`src/rtl/serial_alu_sequencer_pkg.sv`:
```
// Shared encodings for the bit-serial ALU: operation codes, FSM states and the
// carry-in each operation starts with.
package serial_alu_sequencer_pkg;

   localparam logic [1:0] OP_INC = 2'b00;
   localparam logic [1:0] OP_ADD = 2'b01;
   localparam logic [1:0] OP_SUB = 2'b10;
   localparam logic [1:0] OP_DEC = 2'b11;

   typedef enum logic [1:0] {
      IDLE = 2'b00,
      RUN  = 2'b01,
      DONE = 2'b10
   } state_e;

   // INC adds the +1 through the carry; SUB forms a + ~b + 1.
   function automatic logic init_carry(input logic [1:0] op);
      return (op == OP_INC) || (op == OP_SUB);
   endfunction

endpackage

```
`src/rtl/serial_alu_sequencer_alu_bit_slice.sv`:
```
// One controlled full-adder slice; (s1,s0) picks the b-side addend:
// 00 -> 0, 01 -> b, 10 -> ~b, 11 -> 1.
module alu_bit_slice (
   input  logic a,
   input  logic b,
   input  logic cin,
   input  logic s1,
   input  logic s0,
   output logic sum,
   output logic cout
);

   logic b_sel;

   assign b_sel = (~s1 & s0 & b) | (s1 & ~s0 & ~b) | (s1 & s0);
   assign sum   = a ^ b_sel ^ cin;
   assign cout  = (a & b_sel) | (cin & (a ^ b_sel));

endmodule

```
`src/rtl/serial_alu_sequencer.sv`:
```
// Bit-serial INC/ADD/SUB/DEC engine: one slice iterated WIDTH times, LSB first,
// with a start/busy/done handshake and a result that holds between operations.
module serial_alu_sequencer
   import serial_alu_sequencer_pkg::*;
#(
   parameter int WIDTH = 8
) (
   input  logic             clk,
   input  logic             rst_n,
   input  logic             start,
   input  logic [1:0]       op,
   input  logic [WIDTH-1:0] opa,
   input  logic [WIDTH-1:0] opb,
   output logic             busy,
   output logic             done,
   output logic [WIDTH-1:0] result,
   output logic             cout,
   output logic             zero
);

   localparam int CW = $clog2(WIDTH);

   // Handshake: start is accepted only in IDLE (the edge that samples it is E0);
   // busy is high for the WIDTH cycles that follow, then done pulses for one
   // cycle as result/cout/zero update. start outside IDLE is dropped.
   state_e state, state_nxt;

   logic [WIDTH-1:0] a_sr, b_sr, r_sr;
   logic [1:0]       sel;
   logic [CW-1:0]    cnt;
   logic             carry;
   logic             last_bit;
   logic             s_sum, s_cout;

   assign last_bit = (cnt == CW'(WIDTH - 1));

   alu_bit_slice u_slice (
      .a    (a_sr[0]),
      .b    (b_sr[0]),
      .cin  (carry),
      .s1   (sel[1]),
      .s0   (sel[0]),
      .sum  (s_sum),
      .cout (s_cout)
   );

   always_ff @(posedge clk or negedge rst_n) begin
      if (!rst_n) state <= IDLE;
      else        state <= state_nxt;
   end

   always_comb begin
      state_nxt = state;
      case (state)
         IDLE:    if (start) state_nxt = RUN;
         RUN:     if (last_bit) state_nxt = DONE;
         DONE:    state_nxt = IDLE;
         default: state_nxt = IDLE;
      endcase
   end

   assign busy = (state == RUN);
   assign done = (state == DONE);

   always_ff @(posedge clk or negedge rst_n) begin
      if (!rst_n) begin
         a_sr   <= '0;
         b_sr   <= '0;
         r_sr   <= '0;
         sel    <= '0;
         cnt    <= '0;
         carry  <= 1'b0;
         result <= '0;
         cout   <= 1'b0;
         zero   <= 1'b0;
      end else if (state == IDLE) begin
         if (start) begin
            a_sr  <= opa;
            b_sr  <= opb;
            sel   <= op;
            cnt   <= '0;
            carry <= init_carry(op);
         end
      end else if (state == RUN) begin
         carry <= s_cout;
         r_sr  <= {s_sum, r_sr[WIDTH-1:1]};
         a_sr  <= a_sr >> 1;
         b_sr  <= b_sr >> 1;
         // Wrap to 0 on the last bit so cnt never reaches WIDTH.
         cnt   <= last_bit ? '0 : cnt + 1'b1;
         if (last_bit) begin
            result <= {s_sum, r_sr[WIDTH-1:1]};
            cout   <= s_cout;
            zero   <= ({s_sum, r_sr[WIDTH-1:1]} == '0);
         end
      end
   end

endmodule
```
`config.mk`:
```
export PLATFORM = sky130hd
export DESIGN_NAME = serial_alu_sequencer
export DESIGN_NICKNAME = d
export VERILOG_FILES = /design/src/rtl/serial_alu_sequencer_pkg.sv /design/src/rtl/serial_alu_sequencer_alu_bit_slice.sv /design/src/rtl/serial_alu_sequencer.sv
export SDC_FILE = /design/constraint.sdc
export NUM_CORES = 1
export LEC_CHECK = 0
export CORE_MARGIN = 2
export CORE_UTILIZATION = 30
export CTS_BUF_LIST = sky130_fd_sc_hd__clkbuf_16
export DETAILED_ROUTE_END_ITERATION = 16
export GPL_TIMING_DRIVEN = 0
export PLACE_DENSITY = 0.49
export SLEW_MARGIN = 30
export SYNTH_ARGS = -nofsm -noshare
export SYNTH_HDL_FRONTEND = slang
export SYNTH_SLANG_ARGS = --single-unit
```
`constraint.sdc`:
```
create_clock -name clk -period 1.6 [get_ports clk]
set_input_delay 0.4 -clock clk [delete_from_list [all_inputs] [get_ports clk]]
set_output_delay 0.4 -clock clk [all_outputs]
set_load 0.01 [all_outputs]
```
Word-level counts from Yosys, hierarchy flattened
Cells that the tools add are included.

Bits in registers: 42. Bits of input ports: 21. Output and inout port bits: 12.

Add/subtract/negate cells: 1. Eq/ne operators: 6. Multiplexer cells: 16. Bitwise gates (word level): 16. Reduce and logical (&&, ||, !) cells: 10.

Operator list (number): $mux 8 (6); $mux 3 (4); $logic_not 8->1 (1); $reduce_and 2->1 (4); $and 1x1->1 (7); $eq 2x2->1 const B (2); $logic_not 2->1 (2); $mux 2 (2); $not 1->1 (4); $pmux 2 s2 (1); $add 3x1->3 const B (1); $eq 3x3->1 const B (1); $mux 1 (3); $or 1x1->1 (3); $reduce_and 3->1 (1); $eq 2x1->1 const B (1); $ne 2x1->1 const B (1); $ne 2x2->1 const B (1); $reduce_bool 2->1 (1); $xor 1x1->1 (2); $logic_or 1x1->1 (1).

Logic depth before layout (Yosys ltp)
Depth after elaboration: 10. Gate-level depth with buffers: 6. Depth with buffers taken out: 5.

Cells and area by module
A second synthesis with hierarchy kept.

Cell total of the unflattened synthesis: 146. Area, all modules: 1891.8 µm².

By module, submodules not included: serial_alu_sequencer (instances 1, cells an instance 144, area each 1856.8 µm², sequential area each 1026.0 µm²); alu_bit_slice (instances 1, cells an instance 2, area each 35.0 µm², sequential area each 0.0 µm²).

Worst setup path after synthesis
OpenSTA, ideal clock, no wires.

Kind: register to register. From: register b_sr[0]. To: register zero. Data arrival time: 1.513 ns. Required time: 1.517 ns. Path slack: 0.005 ns. Cell stages (with the launch flop): 6. Path buffers: 0. Clock period less this slack: 1.595 ns. Cells stage by stage: dfrtp_1 > mux2_2 > fa_1 > nor4_1 > nand2_1 > o21ai_0.

Word-level cells in the longest chain between the ends: 7.

Ends and longest elaborated chain: from (decl) (line serial_alu_sequencer.sv:28) `logic [WIDTH-1:0] a_sr, b_sr, r_sr;`; from (signal assigned) (line serial_alu_sequencer.sv:79) `b_sr <= opb;`; from (signal assigned) (line serial_alu_sequencer.sv:88) `b_sr <= b_sr >> 1;`; $not 1->1 (line serial_alu_sequencer_alu_bit_slice.sv:15) `assign b_sel = (~s1 & s0 & b) | (s1 & ~s0 & ~b) | (s1 & s0);`; $and 1x1->1 (line serial_alu_sequencer_alu_bit_slice.sv:15); $or 1x1->1 * (2 in series) (line serial_alu_sequencer_alu_bit_slice.sv:15); $xor 1x1->1 * (2 in series) (line serial_alu_sequencer_alu_bit_slice.sv:16) `assign sum = a ^ b_sel ^ cin;`; via s_sum (line serial_alu_sequencer.sv:33) `logic s_sum, s_cout;`; $logic_not 8->1 * (line serial_alu_sequencer.sv:94) `zero <= ({s_sum, r_sr[WIDTH-1:1]} == '0);`; to (signal assigned) (line serial_alu_sequencer.sv:94); to (decl) (line serial_alu_sequencer.sv:18) `output logic zero`.

Mark *: on every way through the listed nets, which the timed path passes. The rest lies on a longest branch. A chain may end at the register's enable or synchronous reset.

Worst setup path after layout
Ends and elaborated chain as after synthesis.

==> results.sh <==
export IMPL_status="complete, but fails checks"
export IMPL_violations="negative setup slack"
export IMPL_antenna_found_initial=0
export IMPL_mappedNetlistArea_um2=1880
export IMPL_synth_area_leaders="dfrtp_1, mux2i_1, mux2_2, mux2_4, nand2_1"
export IMPL_whs_ns=0.0755
export IMPL_finalMaxSlewViolations=0
export IMPL_ys_types=24
export IMPL_drtIter0Drc=31
export IMPL_critPathRequiredTime_ns=1.80
export IMPL_antenna_cells=0
export IMPL_vias=1241
export IMPL_finalHoldViolations=0
export IMPL_grt_use_total_pct=11.5
export IMPL_leakage_nw=1.20
export IMPL_fin_util_pct=42.3
export IMPL_arrival_ns=1.81
export IMPL_std_cell_rows=28
export IMPL_startpoint="b_sr[0]"
export IMPL_crit_end="zero"
export IMPL_r2r_start="b_sr[0]"
export IMPL_cts_num_sinks=41
export IMPL_die_height_um=83.3
export IMPL_die_area_um2=6930
export IMPL_ir_worst_vdd_mv=0.878
export IMPL_rr_endpoint="zero"
export IMPL_dp_hpwl_mm=2.63
export IMPL_gr_total_overflow=0
export IMPL_core_um2=5990
export IMPL_power_density_nw_per_um2=2000
export IMPL_period_needed_ns=1.61
export IMPL_first_global_vias=1287
export IMPL_skew_ns=0.00505
export IMPL_numCtsBuffers=5
export IMPL_dr_pass1_iters=4
export IMPL_grt_max_degree=24
export IMPL_place_congestion=0.702
export IMPL_critPathBufInv=0
export IMPL_drc_errors=0
export IMPL_clk_path_buf_depth=2
export IMPL_synthToLayoutAreaGrowth_pct=34.3
export IMPL_maxCapViolCount=0
export IMPL_wl_per_cell_um=14.2
export IMPL_drive_above_1_share_pct=26.4
export IMPL_slowest_delay_ns=0.46
export IMPL_die_w_um=83.3
export IMPL_crit_path_top_delay_cell="fa_2"
export IMPL_worst_pin_slew_ns=0.480
export IMPL_critPathTopFamily="adder cells"
export IMPL_cp_end_kind="flip-flop"
export IMPL_syn_inst=146
export IMPL_grt_pass1_wl_mm=6.45
export IMPL_cp_depth=5
export IMPL_cts_root_buf="clkbuf_16"
export IMPL_yosysTopAreaCellShare_pct=54.4
export IMPL_io_buffers=32
export IMPL_critPathLaunchType="flip-flop"
export IMPL_worst_path_max_fanout=3
export IMPL_tritoncts="yes"
export IMPL_crit_chain="mux2_4 -> fa_2 -> nor4_2 -> nand2_1 -> o21ai_1"
export IMPL_nFillCells=551
export IMPL_vias_per_cell=4.63
export IMPL_fin_crit_sh_pct=100
export IMPL_setup_slack_ns=-0.00707
export IMPL_crit_type="flip-flop to flip-flop"
export IMPL_seq_area_frac_synth_pct=54.4
export IMPL_syn_area_per_cell_um2=12.9
export IMPL_ys_ff_latch=41
export IMPL_ff2ff_setup_slack_ns=-0.007
export IMPL_drt_wl_total_mm=3.80
export IMPL_ios=33
export IMPL_nets=216
export IMPL_insertion_delay_ns=0.28
export IMPL_path_clk_slew_ns=0.06
export IMPL_synth_largest_area_cell="dfrtp_1"
export IMPL_worstHoldPathType="primary input to async pin"
export IMPL_fmaxAchievable_mhz=622
export IMPL_syn_nets=170
export IMPL_htreeDepth=2
export IMPL_yosysWarnings=0
export IMPL_rsz0062_at_grt="true"
export IMPL_finalSetupTns_ns=-0.00707
export IMPL_ant_nets=0
export IMPL_cts_hold_buffers=0
export IMPL_relSlewSlack_pct=68.0
export IMPL_start_util_pct=31.5
export IMPL_setup_violations=1
export IMPL_r2r_cells=5
-- stage by stage --
step	cells	setup slack [ns]	instance area [um2]	power (mW)
floorplan	146	0.00488	1880	3.29
global placement	253	-0.909	2300	3.94
detailed placement	254	-0.205	2320	3.99
CTS	265	-0.0251	2480	5.07
global route	268	-0.0654	2530	5.41
finish	268	-0.00707	2530	5.06
-- area by class of cell --
type                            count  area (um2)  share of cell area, %
Buffer                              8        82.6                   3.26
Clock buffer                        5         125                   4.94
Clock inverter                      3        12.5                  0.494
Inverter                            3        11.3                  0.445
Multi-Input combinational cell     94         785                   31.0
Sequential cell                    41        1030                   40.5
Tap cell                           75        93.8                   3.71
Timing Repair Buffer               39         395                   15.6
-- worst min-delay path by stage --
stage / start / endpoint / slack [ns] / depth (start not counted)
2_1_floorplan: rst_n / a_sr[0] / 0.10 / 0
3_3_place_gp: a_sr[5] / a_sr[5] / 0.46 / 2
3_5_place_dp: rst_n / a_sr[4] / 0.39 / 1
4_1_cts: rst_n / a_sr[4] / 0.08 / 1
5_1_grt: rst_n / a_sr[5] / 0.11 / 1
6_report: rst_n / a_sr[4] / 0.08 / 1
-- cells by family (layout without fill, tap and decap cells) --
| kind of cell | Yosys count | count (layout) | share of synthesized area [%] |
|---|---|---|---|
| flops | 41 | 41 | 54.4 |
| mux | 35 | 35 | 21.2 |
| simple gates | 32 | 32 | 9.43 |
| compound gates | 24 | 24 | 7.90 |
| buf+inv | 11 | 58 | 4.58 |
| fa+ha+maj | 3 | 3 | 2.39 |
-- routing by layer --
metal  vias to the layer above  part of all wire, %  GRT usage, %  wire length (um)
met5                         -                    0             0                 0
met4                         0                  1.1          3.58                43
met1                       605                   46          14.8              1770
li1                        599                    -             -                 -
met2                        30                   48          18.7              1810
met3                         7                  4.8          3.28               182
-- synthesized netlist by cell type --
library cell  number
dfrtp_1           41
nand2_1           22
mux2i_1           16
mux2_2            12
o21ai_1            9
o21ai_0            8
mux2_4             7
buf_6              4
nor2b_1            4
inv_1              3
a21oi_1            2
a22o_1             2
buf_2              2
ha_1               2
nor4_1             2
o21ai_2            2
buf_8              1
clkbuf_2           1
fa_1               1
nand3b_4           1
nor2_1             1
nor2_8             1
nor2b_4            1
o21bai_4           1
-- layout by cell type (no fill, tap or decap), types with 2 or more instances in the layout --
master           synthesis  final
buf_2                    2      4
buf_4                    0      6
ha_1                     2      2
inv_1                    3      3
o21ai_1                  9     10
mux2_4                   7      8
nand2_1                 22     22
mux2_2                  12     11
a21oi_1                  2      2
buf_6                    4      4
o21ai_0                  8      7
mux2i_1                 16     16
a22o_1                   2      2
clkinv_1                 0      2
clkbuf_16                0      5
dlymetal6s2s_1           0      7
o21ai_2                  2      2
clkdlybuf4s50_1          0     22
nor2b_1                  4      4
dfrtp_1                 41     41
-- registers in the layout, indices dropped and copies added (netlist names) --
register / flops
a_sr: 8
b_sr: 8
carry: 1
cnt: 3
cout: 1
r_sr: 7
result: 8
sel: 2
state: 2
zero: 1
-- where the power goes --
part,total (mW),switching (mW),internal (mW)
Combinational,2.29,0.967,1.33
Clock,0.942,0.378,0.564
Sequential,1.82,0.306,1.51
-- timing repair --
action                                  4_1_cts  5_1_grt
gates resized for setup                      12        9
pin swaps                                     2        1
setup buffers                                 3        3
endpoints found under the setup margin        5       17
Note: power is estimated with default switching activity, not from simulation.
